--- src/rtl/tick_scheduler_if.sv ---
// tick_scheduler_if: configuration and expiry-event handshakes of the tick scheduler
interface tick_scheduler_if #(parameter int PERIOD_W = 12);
  logic                cfg_valid;
  logic                cfg_ready;
  logic [1:0]          cfg_chan;
  logic [PERIOD_W-1:0] cfg_period;
  logic                cfg_periodic;
  logic                evt_valid;
  logic                evt_ready;
  logic [1:0]          evt_chan;
  modport master(output cfg_valid, cfg_chan, cfg_period, cfg_periodic, evt_ready,
                 input cfg_ready, evt_valid, evt_chan);
  modport slave(input cfg_valid, cfg_chan, cfg_period, cfg_periodic, evt_ready,
                output cfg_ready, evt_valid, evt_chan);
endinterface

--- src/rtl/tick_scheduler.sv ---
// tick_scheduler: four prescaler-driven timer channels with a round-robin expiry event queue
module tick_scheduler #(
  parameter int PERIOD_W = 12,
  parameter int NCH = 4
) (
  input  logic             CLOCK_50,
  input  logic             reset,
  input  logic             tick,
  tick_scheduler_if.slave  bus,
  output logic [NCH-1:0]   active,
  output logic [NCH-1:0]   overrun
);
  localparam logic [PERIOD_W-1:0] ONE = 1;
  logic [PERIOD_W-1:0] count [NCH];
  logic [PERIOD_W-1:0] period [NCH];
  logic [NCH-1:0] periodic, pending, cfg_hit, expire, grant;
  logic [1:0] ptr, gnt_ch, idx;
  logic gnt_any, load;
  assign bus.cfg_ready = ~reset;
  assign load = ~bus.evt_valid | bus.evt_ready;
  // search starts one past the last granted channel
  always_comb begin
    gnt_any = 1'b0;
    gnt_ch = '0;
    idx = '0;
    cfg_hit = '0;
    expire = '0;
    for (int i = 1; i <= NCH; i++) begin
      idx = ptr + 2'(i);
      if (load && !gnt_any && pending[idx]) begin
        gnt_any = 1'b1;
        gnt_ch = idx;
      end
    end
    grant = gnt_any ? {{(NCH-1){1'b0}}, 1'b1} << gnt_ch : '0;
    for (int c = 0; c < NCH; c++) begin
      cfg_hit[c] = bus.cfg_valid && bus.cfg_chan == 2'(c);
      expire[c] = tick && active[c] && count[c] == ONE && !cfg_hit[c];
    end
  end
  always_ff @(posedge CLOCK_50) begin
    if (reset) begin
      for (int c = 0; c < NCH; c++) begin
        count[c] <= '0;
        period[c] <= '0;
      end
      periodic <= '0;
      active <= '0;
      pending <= '0;
      overrun <= '0;
      bus.evt_valid <= 1'b0;
      bus.evt_chan <= '0;
      ptr <= 2'd3;
    end else begin
      for (int c = 0; c < NCH; c++) begin
        if (cfg_hit[c]) begin
          if (bus.cfg_period != '0) begin
            count[c] <= bus.cfg_period;
            period[c] <= bus.cfg_period;
            periodic[c] <= bus.cfg_periodic;
            active[c] <= 1'b1;
          end else begin
            active[c] <= 1'b0;
          end
          overrun[c] <= 1'b0;
        end else if (tick && active[c]) begin
          if (count[c] == ONE) begin
            count[c] <= periodic[c] ? period[c] : count[c];
            active[c] <= periodic[c];
            overrun[c] <= overrun[c] | (pending[c] & ~grant[c]);
          end else begin
            count[c] <= count[c] - ONE;
          end
        end
        pending[c] <= expire[c] | (pending[c] & ~grant[c]);
      end
      if (load) begin
        bus.evt_valid <= gnt_any;
        if (gnt_any) begin
          bus.evt_chan <= gnt_ch;
          ptr <= gnt_ch;
        end
      end
    end
  end
endmodule
--- src/flat_wrapper.sv ---
// flat-port wrapper written by rule: the top's interface ports become plain ports
module tick_scheduler_flat 
#(
  parameter int PERIOD_W = 12,
  parameter int NCH = 4
)
  (CLOCK_50, reset, tick, active, overrun, bus_cfg_valid, bus_cfg_chan, bus_cfg_period, bus_cfg_periodic, bus_evt_ready, bus_cfg_ready, bus_evt_valid, bus_evt_chan);
  tick_scheduler_if #(.PERIOD_W(PERIOD_W)) bus_i ();
  input  logic CLOCK_50;
  input  logic reset;
  input  logic tick;
  output logic [NCH-1:0] active;
  output logic [NCH-1:0] overrun;
  input wire logic [$bits(bus_i.cfg_valid)-1:0] bus_cfg_valid;
  input wire logic [$bits(bus_i.cfg_chan)-1:0] bus_cfg_chan;
  input wire logic [$bits(bus_i.cfg_period)-1:0] bus_cfg_period;
  input wire logic [$bits(bus_i.cfg_periodic)-1:0] bus_cfg_periodic;
  input wire logic [$bits(bus_i.evt_ready)-1:0] bus_evt_ready;
  output wire logic [$bits(bus_i.cfg_ready)-1:0] bus_cfg_ready;
  output wire logic [$bits(bus_i.evt_valid)-1:0] bus_evt_valid;
  output wire logic [$bits(bus_i.evt_chan)-1:0] bus_evt_chan;
  assign bus_i.cfg_valid = bus_cfg_valid;
  assign bus_i.cfg_chan = bus_cfg_chan;
  assign bus_i.cfg_period = bus_cfg_period;
  assign bus_i.cfg_periodic = bus_cfg_periodic;
  assign bus_i.evt_ready = bus_evt_ready;
  assign bus_cfg_ready = bus_i.cfg_ready;
  assign bus_evt_valid = bus_i.evt_valid;
  assign bus_evt_chan = bus_i.evt_chan;
  tick_scheduler #(.PERIOD_W(PERIOD_W), .NCH(NCH)) u_core (.CLOCK_50(CLOCK_50), .reset(reset), .tick(tick), .bus(bus_i), .active(active), .overrun(overrun));
endmodule
--- config.mk ---
export PLATFORM = sky130hd
export DESIGN_NAME = tick_scheduler_flat
export DESIGN_NICKNAME = d
export VERILOG_FILES = /design/src/rtl/tick_scheduler_if.sv /design/src/rtl/tick_scheduler.sv /design/src/flat_wrapper.sv
export SDC_FILE = /design/constraint.sdc
export NUM_CORES = 1
export LEC_CHECK = 0
export ABC_AREA = 1
export BUFFER_PORTS_ARGS = -buffer_cell sky130_fd_sc_hd__buf_2
export CAP_MARGIN = 20
export CORE_ASPECT_RATIO = 1.5
export CORE_UTILIZATION = 30
export CTS_BUF_LIST = sky130_fd_sc_hd__clkbuf_2
export DETAILED_ROUTE_END_ITERATION = 16
export GPL_TIMING_DRIVEN = 0
export PLACE_DENSITY = 0.41
export SLEW_MARGIN = 40
export SYNTH_ARGS = -nofsm -noshare
export SYNTH_HDL_FRONTEND = slang
export SYNTH_SLANG_ARGS = --single-unit
export TNS_END_PERCENT = 20
--- constraint.sdc ---
create_clock -name CLOCK_50 -period 3.93 [get_ports CLOCK_50]
set_input_delay 0.5895 -clock CLOCK_50 [delete_from_list [all_inputs] [get_ports CLOCK_50]]
set_output_delay 0.5895 -clock CLOCK_50 [all_outputs]
set_load 0.1 [all_outputs]
==> impl_metrics.env <==
export IMPL_synthArstFlopShare=0
export IMPL_drtAntennaViolNets=0
export IMPL_core_area_um2=21100
export IMPL_tightest_slew_ns=0.677
export IMPL_grt_setup_unrepaired="no"
export IMPL_area_growth_pct=11.4
export IMPL_die_w_um=122
export IMPL_grt_pass1_vias=5296
export IMPL_drt_first_pass_iters=5
export IMPL_synth_warnings=0
export IMPL_syn_inst=765
export IMPL_fin_tns_setup_ns=0
export IMPL_cts_sinks=117
export IMPL_cts_resized=0
export IMPL_cp_depth=7
export IMPL_status="finished, final reports clean"
export IMPL_synth_edf_count=96
export IMPL_clock_path_buffers=2
export IMPL_cts_tree="built"
export IMPL_path_class="input pin to flop"
export IMPL_via_count=5263
export IMPL_cts_setup_buffers=0
export IMPL_hold_depth=3
export IMPL_dieArea_um2=22300
export IMPL_finClkSkew_ns=0.0216
export IMPL_critPathMaxStageDelay_ns=0.63
export IMPL_final_nets=842
export IMPL_wirelength_mm=18.1
export IMPL_min_path_type="input pin to flop"
export IMPL_syn_num_nets=793
export IMPL_synth_seq_area_share=0.507
export IMPL_drt_iter0_markers=349
export IMPL_p_per_area_nw_per_um2=446
export IMPL_path_delay_family="simple AND/OR/NAND/NOR gates"
export IMPL_cp_end_kind="flop"
export IMPL_grt_remaining_overflow=0
export IMPL_cts_made_buffers=17
export IMPL_crit_buf_inv=1
export IMPL_final_core_utilization=0.343
export IMPL_cp_required_ns=4.30
export IMPL_wire_per_inst_um=16.5
export IMPL_cp_cell_sequence="buf_2 -> nor4_1 -> nand3_1 -> nand2_2 -> nand2_1 -> o22ai_1 -> nand2_1"
export IMPL_hold_worst_slack_ns=0.0846
export IMPL_ys_seq_elements=117
export IMPL_ir_drop_uv=207
export IMPL_clock_latency_ns=0.71
export IMPL_track_usage=0.172
export IMPL_dp_hpwl_mm=13.8
export IMPL_htreeDepth=4
export IMPL_grt_max_degree=17
export IMPL_cts_root_buf="clkbuf_2"
export IMPL_worst_slack_ns=1.31
export IMPL_final_setup_viol_count=0
export IMPL_crit_arrival_ns=2.99
export IMPL_crit_path_top_delay_cell="nor4_1"
export IMPL_grt_pass1_wl_mm=28.6
export IMPL_io_buffers=30
export IMPL_drc_errors=0
export IMPL_ys_flop_type="edfxtp_1"
export IMPL_critPathMaxFanout=13
export IMPL_maxCapViolCount=0
export IMPL_start_kind="input pin"
export IMPL_syn_area_per_cell_um2=8.52
export IMPL_die_y_um=183
export IMPL_r2r_cells=8
export IMPL_gp_congestion=0.870
export IMPL_finalMaxSlewViolations=0
export IMPL_antenna_found_initial=1
export IMPL_syn_area_um2=6520
export IMPL_layout_drive_gt1_share=0.140
export IMPL_ys_types=41
export IMPL_hold_viol_final=0
export IMPL_io_pins=32
export IMPL_viasPerCell=4.80
export IMPL_max_freq_ghz=0.381
export IMPL_ctsHoldBuffers=0
export IMPL_path_common_cell="nand2_1"
export IMPL_start_util=0.308
export IMPL_p_leak_nw=3.22
export IMPL_place_ws_ns=0.468
export IMPL_clkTransAtPathRegs_ns=0.18
export IMPL_period_needed_ns=2.62
export IMPL_maxSlewHeadroom=0.544
export IMPL_std_cell_rows=65
export IMPL_period_share=0.668
==> Yosys cell counts (2+ instances only) <==
master       n  share of area
buf_4        3         0.0035
nand2_4      3         0.0052
inv_2        8         0.0046
nand3_2      4         0.0061
o2111ai_1    3         0.0040
nand4_1     14          0.013
o211ai_1    13          0.015
ha_1         8          0.015
nor2_4       4         0.0069
nand2_2     12          0.012
nand3_1     36          0.028
a21oi_1     20          0.015
nor2_1     100          0.058
o31ai_1      2         0.0023
xnor2_1      5         0.0067
nor3_2       2         0.0031
nor4_1       7         0.0067
inv_1      121          0.070
nor2_2       5         0.0048
nand2_1    169          0.097
nor3_1      16          0.012
o221ai_1    18          0.024
o21ai_0     25          0.019
a31oi_1      5         0.0048
o22ai_1      9         0.0086
buf_2        8         0.0061
edfxtp_1    96           0.44
xor2_1      16          0.022
dfxtp_1     21          0.065
==> worst register-to-register path, cell delays in order (launching register included) <==
cell and delay (ns):
edfxtp_1 0.50, nor2_1 0.17, nand4_1 0.12, nand2b_1 0.22, nor2_2 0.20, buf_2 0.30
inv_1 0.14, o22ai_1 0.17, inv_1 0.26
==> metal layers <==
layer	routed length, um	share of wire	global-route usage	vias to the layer above
met3	648	0.036	0.0319	20
met5	0	0	0	-
met2	9100	0.50	0.293	109
met4	583	0.032	0.0790	0
met1	7740	0.43	0.206	2477
li1	-	-	-	2657
==> worst paths after layout <==
| path | startpoint | end | slack, ns |
|---|---|---|---|
| setup / recovery | bus_cfg_period[10] | u_core.count[3][4] | 1.31 |
| hold / removal | bus_cfg_periodic | u_core.periodic[3] | 0.08 |
| hold reg to reg | u_core.overrun[3] | u_core.overrun[3] | 0.48 |
| setup reg to reg | u_core.count[0][3] | u_core.count[0][2] | 1.53 |
==> cells by family (layout without fill, tap and decap cells) <==
group                    count (synthesis)  count (layout)  synth area share
adder cells (fa/ha/maj)                  8               8            0.0154
AND/OR/NAND/NOR                        378             378             0.261
buffers and inverters                  143             205            0.0897
AO/OA/AOI/OAI                           98              98            0.0987
XOR/XNOR                                21              21            0.0282
other                                    0               1                 0
flip-flops                             117             117             0.507
==> per-stage QoR <==
step,power (mW),cell area (um2),instances
2_1_floorplan,2.18,6520,765
3_3_place_gp,2.37,7000,1063
3_5_place_dp,2.38,7000,1063
4_1_cts,3.28,7260,1095
5_1_grt,3.42,7260,1096
6_report,3.24,7260,1096
==> sequential cells by signal, summed over array words and instances, names as in the netlist, 2 cells and up <==
register             count
u_core.count            48
u_core.ptr               2
u_core.bus.evt_chan      2
u_core.pending           4
u_core.overrun           4
u_core.active            4
u_core.periodic          4
u_core.period           48
==> placed cells by master, fill, tap and decap left out, drive strengths merged <==
cell        n
nor3b       1
o22ai       9
edfxtp     96
clkbuf     19
a31oi       5
diode       1
a41oi       1
clkinv      8
o211ai     13
nand3b      1
o2111ai     3
xor2       16
nor3       19
o221ai     18
dfxtp      21
ha          8
inv       130
nand2b      1
o31ai       2
nor4        7
nand3      40
bufinv      4
o21ai      26
or2         1
a21oi      21
xnor2       5
nand2     184
nor2      109
nand4      15
clkinvlp    1
buf        43
==> power by group <==
| group | switching, mW | leakage [nW] | internal, mW |
|---|---|---|---|
| Combinational | 0.610 | 1.92 | 0.238 |
| Clock | 0.484 | 0.158 | 0.411 |
| Sequential | 0.0557 | 1.15 | 1.44 |
==> layout make-up <==
type                            count  area (um2)
Antenna cell                        1        2.50
Buffer                             13        93.8
Clock buffer                       19        95.1
Clock inverter                     13         163
Fill cell                        2271       13900
Inverter                          130         490
Multi-Input combinational cell    505        2630
Sequential cell                   117        3300
Tap cell                          268         335
Timing Repair Buffer               30         150
Note: power is estimated with default switching activity, not from simulation.
